**config.mk**
```make
export PLATFORM = sky130hd
export DESIGN_NAME = lsram_ahb_ctrl
export DESIGN_NICKNAME = d
export VERILOG_FILES = /design/src/rtl/lsram_ahb_ctrl_pkg.sv /design/src/rtl/lsram_ahb_bytemerge.sv /design/src/rtl/lsram_ahb_ctrl.sv
export SDC_FILE = /design/constraint.sdc
export NUM_CORES = 1
export LEC_CHECK = 0
export ABC_AREA = 1
export ABC_CLOCK_PERIOD_IN_PS = 1300
export CORE_ASPECT_RATIO = 0.75
export CORE_MARGIN = 1.5
export CORE_UTILIZATION = 37
export DETAILED_ROUTE_END_ITERATION = 8
export PLACE_DENSITY_LB_ADDON = 0.12
export SYNTH_ARGS = -nofsm -noshare
export SYNTH_HDL_FRONTEND = slang
export SYNTH_HIERARCHICAL = 1
export SYNTH_SLANG_ARGS = --single-unit
```
**constraint.sdc**
```tcl
create_clock -name HCLK -period 1.3 [get_ports HCLK]
set_input_delay 0.13 -clock HCLK [delete_from_list [all_inputs] [get_ports HCLK]]
set_output_delay 0.13 -clock HCLK [all_outputs]
set_load 0.03 [all_outputs]
```
**src/rtl/lsram_ahb_ctrl_pkg.sv**
```systemverilog
// rtl/lsram_ahb_ctrl_pkg.sv - shared types, size codes and byte-enable decode for lsram_ahb_ctrl
// RMW states exist only when LSRAM_AHB_CTRL_SUBWORD_RMW_EN is defined.
package lsram_ahb_ctrl_pkg;

  typedef enum logic [2:0] {
    ST_IDLE,
    ST_WR,
    ST_RD,
    ST_RD_WAIT
`ifdef LSRAM_AHB_CTRL_SUBWORD_RMW_EN
    ,
    ST_RMW_RD,
    ST_RMW_WAIT,
    ST_RMW_WR
`endif
  } state_e;

  localparam logic [2:0] SZ_BYTE = 3'b000;
  localparam logic [2:0] SZ_HALF = 3'b001;
  localparam logic [2:0] SZ_WORD = 3'b010;

  localparam int RD_LAT_MIN = 1;
  localparam int RD_LAT_MAX = 3;

  // Codes above SZ_WORD decode as a full word.
  function automatic logic [3:0] size_to_ben(input logic [2:0] size, input logic [1:0] addr_lo);
    case (size)
      SZ_BYTE: size_to_ben = 4'b0001 << addr_lo;
      SZ_HALF: size_to_ben = addr_lo[1] ? 4'b1100 : 4'b0011;
      default: size_to_ben = 4'b1111;
    endcase
  endfunction

endpackage

```
**src/rtl/lsram_ahb_bytemerge.sv**
```systemverilog
// rtl/lsram_ahb_bytemerge.sv - per-lane merge of a new word into an old word under byte enables
// Used by lsram_ahb_ctrl only when LSRAM_AHB_CTRL_SUBWORD_RMW_EN is defined.
module lsram_ahb_bytemerge (
  input  logic [31:0] old_word_i,
  input  logic [31:0] new_word_i,
  input  logic [3:0]  ben_i,
  output logic [31:0] merged_o
);

  always_comb begin
    merged_o = old_word_i;
    for (int b = 0; b < 4; b++) begin
      if (ben_i[b]) merged_o[8*b +: 8] = new_word_i[8*b +: 8];
    end
  end

endmodule

```
**src/rtl/lsram_ahb_ctrl.sv**
```systemverilog
// rtl/lsram_ahb_ctrl.sv - AHB SRAM command to LSRAM word strobes with read-latency tracking
// Define LSRAM_AHB_CTRL_SUBWORD_RMW_EN to turn byte/halfword writes into read-modify-write.
module lsram_ahb_ctrl
  import lsram_ahb_ctrl_pkg::*;
#(
  parameter int MEM_AWIDTH = 19,
  parameter int RD_LATENCY = 1
) (
  input  logic                  HCLK,
  input  logic                  HRESET,
  input  logic                  ahbsram_req,
  input  logic                  ahbsram_write,
  input  logic [2:0]            ahbsram_size,
  input  logic [MEM_AWIDTH-1:0] ahbsram_addr_mem,
  input  logic [31:0]           ahbsram_wdata,
  output logic                  sramahb_ack,
  output logic [31:0]           sramahb_rdata,
  output logic                  BUSY,
  output logic [MEM_AWIDTH-3:0] ram_addr,
  output logic [31:0]           ram_wdata,
  output logic [3:0]            ram_ben,
  output logic                  ram_wen,
  output logic                  ram_ren,
  input  logic [31:0]           ram_rdata
);

  if (RD_LATENCY < RD_LAT_MIN || RD_LATENCY > RD_LAT_MAX) begin : g_bad_latency
    $error("lsram_ahb_ctrl: RD_LATENCY out of range");
  end

  localparam logic [1:0] LAT_INIT = 2'(RD_LATENCY - 1);

  state_e                state_q, state_d;
  logic [1:0]            cnt_q, cnt_d;
  logic [MEM_AWIDTH-3:0] addr_q, addr_d;
  logic [31:0]           wdata_q, wdata_d;
  logic [31:0]           rdata_q, rdata_d;
  logic [3:0]            ben_q, ben_d;
  logic                  wen_q, wen_d, ren_q, ren_d, ack_q, ack_d, busy_q, busy_d;
  logic [3:0]            req_ben;

  assign req_ben = size_to_ben(ahbsram_size, ahbsram_addr_mem[1:0]);

`ifdef LSRAM_AHB_CTRL_SUBWORD_RMW_EN
  logic [3:0]  cmd_ben_q, cmd_ben_d;
  logic [31:0] merged;

  lsram_ahb_bytemerge u_merge (
    .old_word_i(ram_rdata),
    .new_word_i(wdata_q),
    .ben_i     (cmd_ben_q),
    .merged_o  (merged)
  );
`endif

  // ram_rdata is sampled on the edge that opens the ack cycle, so the capture
  // happens one state early: in RD when the count is already 0, else at count 1.
  always_comb begin
    state_d = state_q;
    cnt_d   = cnt_q;
    addr_d  = addr_q;
    wdata_d = wdata_q;
    rdata_d = rdata_q;
    ben_d   = 4'b0000;
    wen_d   = 1'b0;
    ren_d   = 1'b0;
    ack_d   = 1'b0;
`ifdef LSRAM_AHB_CTRL_SUBWORD_RMW_EN
    cmd_ben_d = cmd_ben_q;
`endif
    case (state_q)
      ST_IDLE: begin
        if (ahbsram_req) begin
          addr_d  = ahbsram_addr_mem[MEM_AWIDTH-1:2];
          wdata_d = ahbsram_wdata;
          if (!ahbsram_write) begin
            state_d = ST_RD;
            ren_d   = 1'b1;
            ben_d   = 4'b1111;
            cnt_d   = LAT_INIT;
`ifdef LSRAM_AHB_CTRL_SUBWORD_RMW_EN
          end else if (req_ben != 4'b1111) begin
            state_d   = ST_RMW_RD;
            ren_d     = 1'b1;
            ben_d     = 4'b1111;
            cnt_d     = LAT_INIT;
            cmd_ben_d = req_ben;
`endif
          end else begin
            state_d = ST_WR;
            wen_d   = 1'b1;
            ben_d   = req_ben;
            ack_d   = 1'b1;
          end
        end
      end
      ST_WR: state_d = ST_IDLE;
      ST_RD: begin
        state_d = ST_RD_WAIT;
        if (cnt_q == 2'd0) begin
          ack_d   = 1'b1;
          rdata_d = ram_rdata;
        end
      end
      ST_RD_WAIT: begin
        if (cnt_q == 2'd0) begin
          state_d = ST_IDLE;
        end else begin
          cnt_d = cnt_q - 2'd1;
          if (cnt_q == 2'd1) begin
            ack_d   = 1'b1;
            rdata_d = ram_rdata;
          end
        end
      end
`ifdef LSRAM_AHB_CTRL_SUBWORD_RMW_EN
      ST_RMW_RD: begin
        state_d = ST_RMW_WAIT;
        if (cnt_q == 2'd0) wdata_d = merged;
      end
      ST_RMW_WAIT: begin
        if (cnt_q == 2'd0) begin
          state_d = ST_RMW_WR;
          wen_d   = 1'b1;
          ben_d   = 4'b1111;
          ack_d   = 1'b1;
        end else begin
          cnt_d = cnt_q - 2'd1;
          if (cnt_q == 2'd1) wdata_d = merged;
        end
      end
      ST_RMW_WR: state_d = ST_IDLE;
`endif
      default: state_d = ST_IDLE;
    endcase
    busy_d = (state_d != ST_IDLE);
  end

  always_ff @(posedge HCLK) begin
    if (HRESET) begin
      state_q <= ST_IDLE;
      cnt_q   <= 2'd0;
      addr_q  <= '0;
      wdata_q <= 32'h0;
      rdata_q <= 32'h0;
      ben_q   <= 4'b0000;
      wen_q   <= 1'b0;
      ren_q   <= 1'b0;
      ack_q   <= 1'b0;
      busy_q  <= 1'b0;
    end else begin
      state_q <= state_d;
      cnt_q   <= cnt_d;
      addr_q  <= addr_d;
      wdata_q <= wdata_d;
      rdata_q <= rdata_d;
      ben_q   <= ben_d;
      wen_q   <= wen_d;
      ren_q   <= ren_d;
      ack_q   <= ack_d;
      busy_q  <= busy_d;
    end
  end

`ifdef LSRAM_AHB_CTRL_SUBWORD_RMW_EN
  always_ff @(posedge HCLK) begin
    if (HRESET) cmd_ben_q <= 4'b0000;
    else        cmd_ben_q <= cmd_ben_d;
  end
`endif

  assign sramahb_ack   = ack_q;
  assign sramahb_rdata = rdata_q;
  assign BUSY          = busy_q;
  assign ram_addr      = addr_q;
  assign ram_wdata     = wdata_q;
  assign ram_ben       = ben_q;
  assign ram_wen       = wen_q;
  assign ram_ren       = ren_q;

endmodule

```
==> impl_metrics.env <==
export IMPL_end_kind="register"
export IMPL_crit_required_ps=1520
export IMPL_clock_path_buffers=2
export IMPL_placed_cells=793
export IMPL_drv_slew=0
export IMPL_violations="negative setup slack"
export IMPL_cts_tree="done"
export IMPL_yosysTopAreaCellShare_pct=51.0
export IMPL_fmax_mhz=716
export IMPL_multi_input_area_sq_um=1560
export IMPL_first_pass_iters=5
export IMPL_startpoint_type="register"
export IMPL_grt_pass1_vias=3403
export IMPL_wl_microns=10500
export IMPL_final_core_util_pct=63.6
export IMPL_rsz0062_at_grt="yes"
export IMPL_die_w_microns=118
export IMPL_final_layout_size_suffix_gt1_share_pct=11.9
export IMPL_layout_worst_path_cycle_share_pct=107
export IMPL_synthCells=497
export IMPL_grt_total_usage_pct=18.5
export IMPL_r2r_end="sramahb_rdata[14]"
export IMPL_hold_path_depth=4
export IMPL_clockRootBuffer="clkbuf_16"
export IMPL_nFillCells=865
export IMPL_synth_cell_area_sq_um=3690
export IMPL_crit_fanout=8
export IMPL_finalSetupTns_ps=-1940
export IMPL_status="finished with violations"
export IMPL_period_needed_ps=1400
export IMPL_overflow=0
export IMPL_wl_per_cell_microns=12.8
export IMPL_fin_hold_ws_ps=202
export IMPL_dieArea_sq_um=10600
export IMPL_hp_start="HRESET"
export IMPL_gp_congestion=0.762
export IMPL_row_count=31
export IMPL_layout_common_cells="nand2_1 (146), dfxtp_1 (91), dlygate4sd2_1 (89)"
export IMPL_fin_cells=822
export IMPL_finClkSkew_ps=6.35
export IMPL_start_util_pct=38.2
export IMPL_fp_dieH_microns=89.5
export IMPL_area_growth_pct=66.7
export IMPL_nets=778
export IMPL_hold_path_end="sramahb_rdata[7]"
export IMPL_numPortBuffers=178
export IMPL_final_common_cell="nand2_1"
export IMPL_setup_viol_count_final=32
export IMPL_grt_pass1_wl_microns=15700
export IMPL_drv_cap=0
export IMPL_fp_coreArea_sq_um=9660
export IMPL_num_vias=3738
export IMPL_postCtsHoldBufs=0
export IMPL_antenna_found_initial=0
export IMPL_dp_hpwl_microns=7080
export IMPL_synth_cell_types=22
export IMPL_hold_path_class="in2reg"
export IMPL_clock_sinks=94
export IMPL_io_pins=179
export IMPL_rr_worst_depth=10
export IMPL_drc=0
export IMPL_first_iter_violations=221
export IMPL_ys_warn_count=6
export IMPL_syn_nets=590
export IMPL_final_seq_area_sq_um=1890
export IMPL_via_per_inst=4.55
export IMPL_dpl_worst_slack_ps=-131
export IMPL_clk_pin_slew_ps=60
export IMPL_synth_area_leaders="dfxtp_1 (51%), nand2_1 (15%), a21oi_1 (12%)"
export IMPL_vdd_ir_drop_worst_mv=0.558
export IMPL_crit_arrival_ps=1620
export IMPL_hold_viol=0
export IMPL_worstSetupPathType="reg2reg"
export IMPL_htree_levels=3
export IMPL_r2r_setup_slack_ps=-100
export IMPL_power_leakage_nw=2.92
export IMPL_ys_seq_area_share_pct=51.0
export IMPL_synth_top_area_cell="dfxtp_1"
export IMPL_cts_buffers=9
export IMPL_r2r_start="cnt_q[1]"
export IMPL_grt_start_max_net_pins=65
export IMPL_ys_ff_latch=94
export IMPL_antenna_cells=0
export IMPL_p_per_area_nw_per_um2=1100
export IMPL_ant_nets=0
export IMPL_setup_slack_ps=-96.5
export IMPL_synth_avg_cell_area_sq_um=7.42
export IMPL_clk_latency_ps=330
[stage by stage]
| step | area (sq um) | power (mW) |
|---|---|---|
| final | 6150 | 6.77 |
| after detailed placement | 5680 | 4.36 |
| after floorplan | 3710 | 3.75 |
| after global routing | 6150 | 7.07 |
| after CTS | 5900 | 6.71 |
| after global placement | 5680 | 4.34 |
[repair_timing]
item | in CTS | in global routing
resized for setup | 100 | 25
setup buffers | 2 | 5
cloned | 1 | 5
hold endpoints to repair | 0 | 0
setup endpoints to repair | 124 | 37
pin swaps | 3 | 10
[worst max-delay path, stage by stage (launching register included)]
cell       delay, ps
dfxtp_2          340
inv_4             50
ha_4             160
inv_4             80
nand3_4           70
o21ai_4           80
buf_6            160
clkbuf_16        150
nand3_1           80
nand2_1           80
nor2_1            40
[area by class of cell]
class,count,area share (%)
clock buffers,13,4.07
clock inverters,3,0.326
inverters,46,2.93
multi-input cells,324,25.4
flip-flops and latches,94,30.7
well taps,132,2.69
repair buffers,210,33.9
[state kept, by name (all words and copies together), names as in the netlist]
signal,flops
BUSY,1
cnt_q,2
ram_addr,17
ram_ben,4
ram_ren,1
ram_wdata,32
ram_wen,1
sramahb_ack,1
sramahb_rdata,32
state_q,3
[layer usage]
metal | global-route usage, % | part of all wire [%] | wire length (microns)
met2 | 30.9 | 45 | 4770
met5 | 0 | 0 | 0
met4 | 5.88 | 0.88 | 93
met3 | 7.21 | 7.1 | 743
met1 | 22.3 | 47 | 4920
[cell families (layout without fill, tap and decap cells)]
family	count (synthesis)	in the layout	synth area share, %
DFF	94	94	51.0
other	1	1	0.102
adders and majority gates	3	3	1.02
and+or+nand+nor	230	230	25.4
AOI/OAI and AO/OA	90	90	12.5
buffers and inverters	79	272	9.87
[cell usage after synthesis]
| master | instances |
|---|---|
| nand2_1 | 147 |
| dfxtp_1 | 94 |
| a21oi_1 | 88 |
| inv_1 | 43 |
| nor2_1 | 39 |
| nand3_1 | 37 |
| buf_4 | 13 |
| buf_2 | 9 |
| clkbuf_1 | 7 |
| buf_1 | 3 |
| ha_1 | 3 |
| inv_2 | 3 |
| nand3_2 | 2 |
| buf_6 | 1 |
| conb_1 | 1 |
| nand2_2 | 1 |
| nand4_1 | 1 |
| nor2_2 | 1 |
| nor2_4 | 1 |
| nor3_1 | 1 |
| o21ai_0 | 1 |
| o21ai_4 | 1 |
[power by group]
group / internal (mW) / switching [mW] / leakage [nW]
sequential: 3.00 / 0.0577 / 0.767
clock: 1.35 / 1.03 / 0.126
combinational: 0.646 / 0.690 / 2.03
[worst max-delay path by stage]
stage	slack, ps	from	endpoint
2_1_floorplan	10	cnt_q[0]	sramahb_rdata[22]
3_3_place_gp	-50	ahbsram_req	ram_wdata[12]
3_5_place_dp	-130	cnt_q[0]	sramahb_rdata[17]
4_1_cts	-90	cnt_q[1]	sramahb_rdata[23]
5_1_grt	-150	cnt_q[1]	sramahb_rdata[14]
6_report	-100	cnt_q[1]	sramahb_rdata[14]
(Power assumes the default switching activity.)
==> patch 1: new RTL, same settings <==
Re-encode `state_e` (4 states) as one-hot, 4 bits wide.
--- a/src/rtl/lsram_ahb_ctrl_pkg.sv
+++ b/src/rtl/lsram_ahb_ctrl_pkg.sv
@@ -2,11 +2,11 @@
 // RMW states exist only when LSRAM_AHB_CTRL_SUBWORD_RMW_EN is defined.
 package lsram_ahb_ctrl_pkg;
 
-  typedef enum logic [2:0] {
-    ST_IDLE,
-    ST_WR,
-    ST_RD,
-    ST_RD_WAIT
+  typedef enum logic [3:0] {
+    ST_IDLE    = 4'b0001,
+    ST_WR      = 4'b0010,
+    ST_RD      = 4'b0100,
+    ST_RD_WAIT = 4'b1000
 `ifdef LSRAM_AHB_CTRL_SUBWORD_RMW_EN
     ,
     ST_RMW_RD,
Formal check against the unedited RTL: same outputs for any inputs over 10 cycles, from zero or initial values and one cycle with HRESET high; not proved beyond that.
==> patch 1 against the unedited design <==
The flow still finishes with violations (negative setup slack). Sequential cell count increased by 1. Global-route usage is 4.3 points higher. Worst hold slack improved by 0.17 ns. Combinational power increased by 40%. Design area increased by 13%. Total power grew 16%. Highest routed layer unchanged. Synthesized area is 1.3% higher. First-iteration DRC count down 1.8%. Non-clock buffer count rose by 20. Setup slack worse by 0.078 ns. Critical endpoint is now sramahb_rdata[24]$_SDFFE_PP0P_. Wire length up 21%.
==> patch 1: results <==
global_route:
  grt_usage_pct: 22.8
  grt_pass1_vias: 4015
  gr-usage-met3_pct: 6.60
  grt_use_met1_pct: 29.0
placed_design:
  placed_area_sq_um: 5760
  dp_hpwl_um: 7380
  place_inst: 809
clock_network:
  cts_setup_buffers: 14
cells_and_area:
  drive_gt1_share_pct: 26.0
  fillers: 775
synth:
  synthTopCellsByCount: "nor2_1 (175), dfxtp_1 (95), o21ai_0 (50), nand2_1 (46), inv_1 (44)"
  synth_compound_area_share_pct: 7.44
  synth_nets: 598
  seq_area_frac_synth_pct: 50.9
critical_path:
  worstPathMaxFanout: 7
  arrival_ns: 1.75
  crit_start: "cnt_q[0]$_SDFFE_PP0P_"
  cp_top_family: "simple AND/OR/NAND/NOR gates"
power:
  peakVddDrop_mv: 0.765
sta:
  tns_ns: -9.31
  worst_slack_ns: -0.174
  final-setup-viol-count: 92
  fin_skew_ns: 0.00696
drt:
  drt-met1-wl_um: 5620
  firstDrtPassIters: 4
  drtIter0Drc: 217
  wl_met3_um: 746
  wl_met2_um: 6160
status:
  violations: "negative setup slack"
  status: "finished, violations left"
[patch 1: path summary, 6_finish.rpt]
check             cells past startpoint  slack [ns]                        endpoint
hold / removal                        3        0.37      ram_wdata[16]$_SDFFE_PP0N_
setup / recovery                     11       -0.17  sramahb_rdata[24]$_SDFFE_PP0P_
hold reg to reg                       2        0.46  sramahb_rdata[19]$_SDFFE_PP0P_
setup reg to reg                     11       -0.17  sramahb_rdata[24]$_SDFFE_PP0P_
[patch 1: where the power goes]
part	leakage, nW	internal [mW]	switching (mW)
registers	0.781	3.10	0.123
clock network	0.155	1.72	1.07
logic	2.33	0.877	0.997
total	3.26	5.70	2.19
[patch 1: cell type report]
class / instances / share of cell area (%)
clock buffer: 11 / 3.50
clock inverter: 4 / 1.01
inverter: 49 / 2.94
multi-input combinational: 333 / 27.5
sequential: 95 / 27.5
tap: 132 / 2.38
timing repair buffer: 230 / 35.1
==> patch 2: new RTL, same flow settings <==
Without the edit above. Set the parameter `MEM_AWIDTH` to 27 (it was 19).
--- a/src/rtl/lsram_ahb_ctrl.sv
+++ b/src/rtl/lsram_ahb_ctrl.sv
@@ -3,7 +3,7 @@
 module lsram_ahb_ctrl
   import lsram_ahb_ctrl_pkg::*;
 #(
-  parameter int MEM_AWIDTH = 19,
+  parameter int MEM_AWIDTH = 27,
   parameter int RD_LATENCY = 1
 ) (
   input  logic                  HCLK,
Ports: changed (resized ahbsram_addr_mem and ram_addr); port bits go from 179 to 195. The function was not compared with the original's and may differ.
==> patch 2 against the unedited design <==
The run still ends with negative setup slack left. Sequential share of layout area rose by 1.6 points. Setup slack improved by 0.019 ns. Non-clock buffer count rose by 15. Wire length rose by 11%. Via count rose by 2.5%. Sequential cell count rose by 8. Worst hold slack got worse by 0.050 ns. Design area rose by 3.1%. Critical endpoint is now sramahb_rdata[25]$_SDFFE_PP0P_. Synthesized area fell by 1.0%. Total power rose by 5.1%. Final cell count fell by 1.8%. Core utilization rose by 2.3 points.
==> patch 2: results <==
status:
  status: "finished, violations left"
  violations: "negative setup slack"
critical_path:
  cp_num_cells: 7
  worstPathMaxFanout: 14
  cp_top_family: "buffers and inverters"
  r2r_end: "sramahb_rdata[25]$_SDFFE_PP0P_"
  regToRegStartpoint: "cnt_q[0]$_SDFFE_PP0P_"
  arrival_ns: 1.65
  slowest_stage: "dfxtp_2"
  slowest_delay_ns: 0.34
drt:
  drtIter0Drc: 229
  firstDrtPassIters: 6
  via_count: 3830
  drc: 0
  drt-total-wl_um: 11700
synth:
  synth_warnings: 6
  yosys_most_used_dff: "dfxtp_1"
  synth_area_leaders: "dfxtp_1 (56%), nand2_1 (18%), a21oi_1 (13%)"
  synthTopCellsByCount: "nand2_1 (173), dfxtp_1 (102), a21oi_1 (95), nand3_1 (32), buf_2 (15)"
  ys_types: 20
  seq_area_frac_synth_pct: 55.9
  synth_nets: 566
  synth_edf_count: 0
  async_flop_share_pct: 0
  syn-instance-count: 465
global_route:
  antenna_found_initial: 0
  grt_pass1_wl_um: 16900
  grt_pass1_vias: 3457
  grt_start_max_net_pins: 46
  grt_usage_pct: 20.4
hold_path:
  min_to: "ram_wdata[16]$_SDFFE_PP0N_"
  holdCritStartpoint: "HRESET"
  whs_path_depth: 2
  min_path_type: "in2reg"
clock_network:
  cts_buffers: 9
  clock-root-buffer: "clkbuf_16"
  h-tree-depth: 3
  clk_pin_slew_ns: 0.07
  clk_path_buf_depth: 2
  clock_latency_ns: 0.34
placed_design:
  place_congestion: 0.757
  dp_hpwl_um: 7660
  place_inst: 781
  io_buffers: 194
power:
  leakagePower_nw: 2.80
  peakVddDrop_mv: 0.698
cells_and_area:
  stdcell_count: 807
  n_antenna_cell: 0
  nets: 771
  fillers: 860
  drive_gt1_share_pct: 13.0
sta:
  fin_skew_ns: 0.00617
  final-setup-viol-count: 35
  worst_slack_ns: -0.0775
-- patch 2: routing by layer --
layer  GRT usage [%]  wire length (um)
met5               0                 0
met4            6.65               165
met3            9.18              1080
met2            33.0              5470
met1            24.6              4970
-- patch 2: cell type report --
type | instances | share of cell area [%]
Timing Repair Buffer | 225 | 35.4
Sequential cell | 102 | 32.3
Clock inverter | 5 | 0.789
Multi-Input combinational cell | 318 | 24.3
Tap cell | 132 | 2.61
Clock buffer | 11 | 3.67
Inverter | 14 | 0.908
-- patch 2: cells by family (layout without fill, tap and decap cells) --
family	after synthesis	in the layout	share of synthesized area, %
AOI/OAI and AO/OA	97	97	13.4
adders and majority gates	3	3	1.03
buffers and inverters	45	255	5.76
DFF	102	102	55.9
other	1	1	0.103
and+or+nand+nor	217	217	23.8
-- patch 2: worst max path at each step --
stage                                     start                              to  slack [ns]
after floorplan           cnt_q[0]$_SDFFE_PP0P_  sramahb_rdata[10]$_SDFFE_PP0P_        0.05
after global placement              ahbsram_req        ram_addr[3]$_SDFFE_PP0N_       -0.02
after detailed placement            ahbsram_req        ram_addr[8]$_SDFFE_PP0N_       -0.07
after CTS                 cnt_q[0]$_SDFFE_PP0P_   sramahb_rdata[6]$_SDFFE_PP0P_       -0.05
after global routing      cnt_q[0]$_SDFFE_PP0P_  sramahb_rdata[25]$_SDFFE_PP0P_       -0.17
final                     cnt_q[0]$_SDFFE_PP0P_  sramahb_rdata[25]$_SDFFE_PP0P_       -0.08
-- patch 2: report_power, final --
part           switching [mW]  internal [mW]  leakage [nW]
registers              0.0610           3.24         0.831
logic                   0.630          0.580          1.82
clock network            1.12           1.48         0.143
-- patch 2: through the flow --
| step | util [%] | instance area [sq um] | setup TNS [ns] | hold WS, ns | setup slack, ns |
|---|---|---|---|---|---|
| 2_1_floorplan | - | 3680 | 0 | 0.202 | 0.0471 |
| 3_3_place_gp | 61.0 | 5860 | -0.0935 | 0.446 | -0.0151 |
| 3_5_place_dp | 61.0 | 5860 | -2.12 | 0.450 | -0.0674 |
| 4_1_cts | 63.6 | 6120 | -1.49 | 0.144 | -0.0535 |
| 5_1_grt | 65.9 | 6340 | -3.62 | 0.172 | -0.174 |
| 6_report | 65.9 | 6340 | -1.24 | 0.152 | -0.0775 |
-- patch 2: timing repair --
action                     CTS  global route
gates resized for setup    102            36
setup buffers                2             4
gates cloned                 2             3
pin swaps                    0            15
setup endpoints to repair  129            57
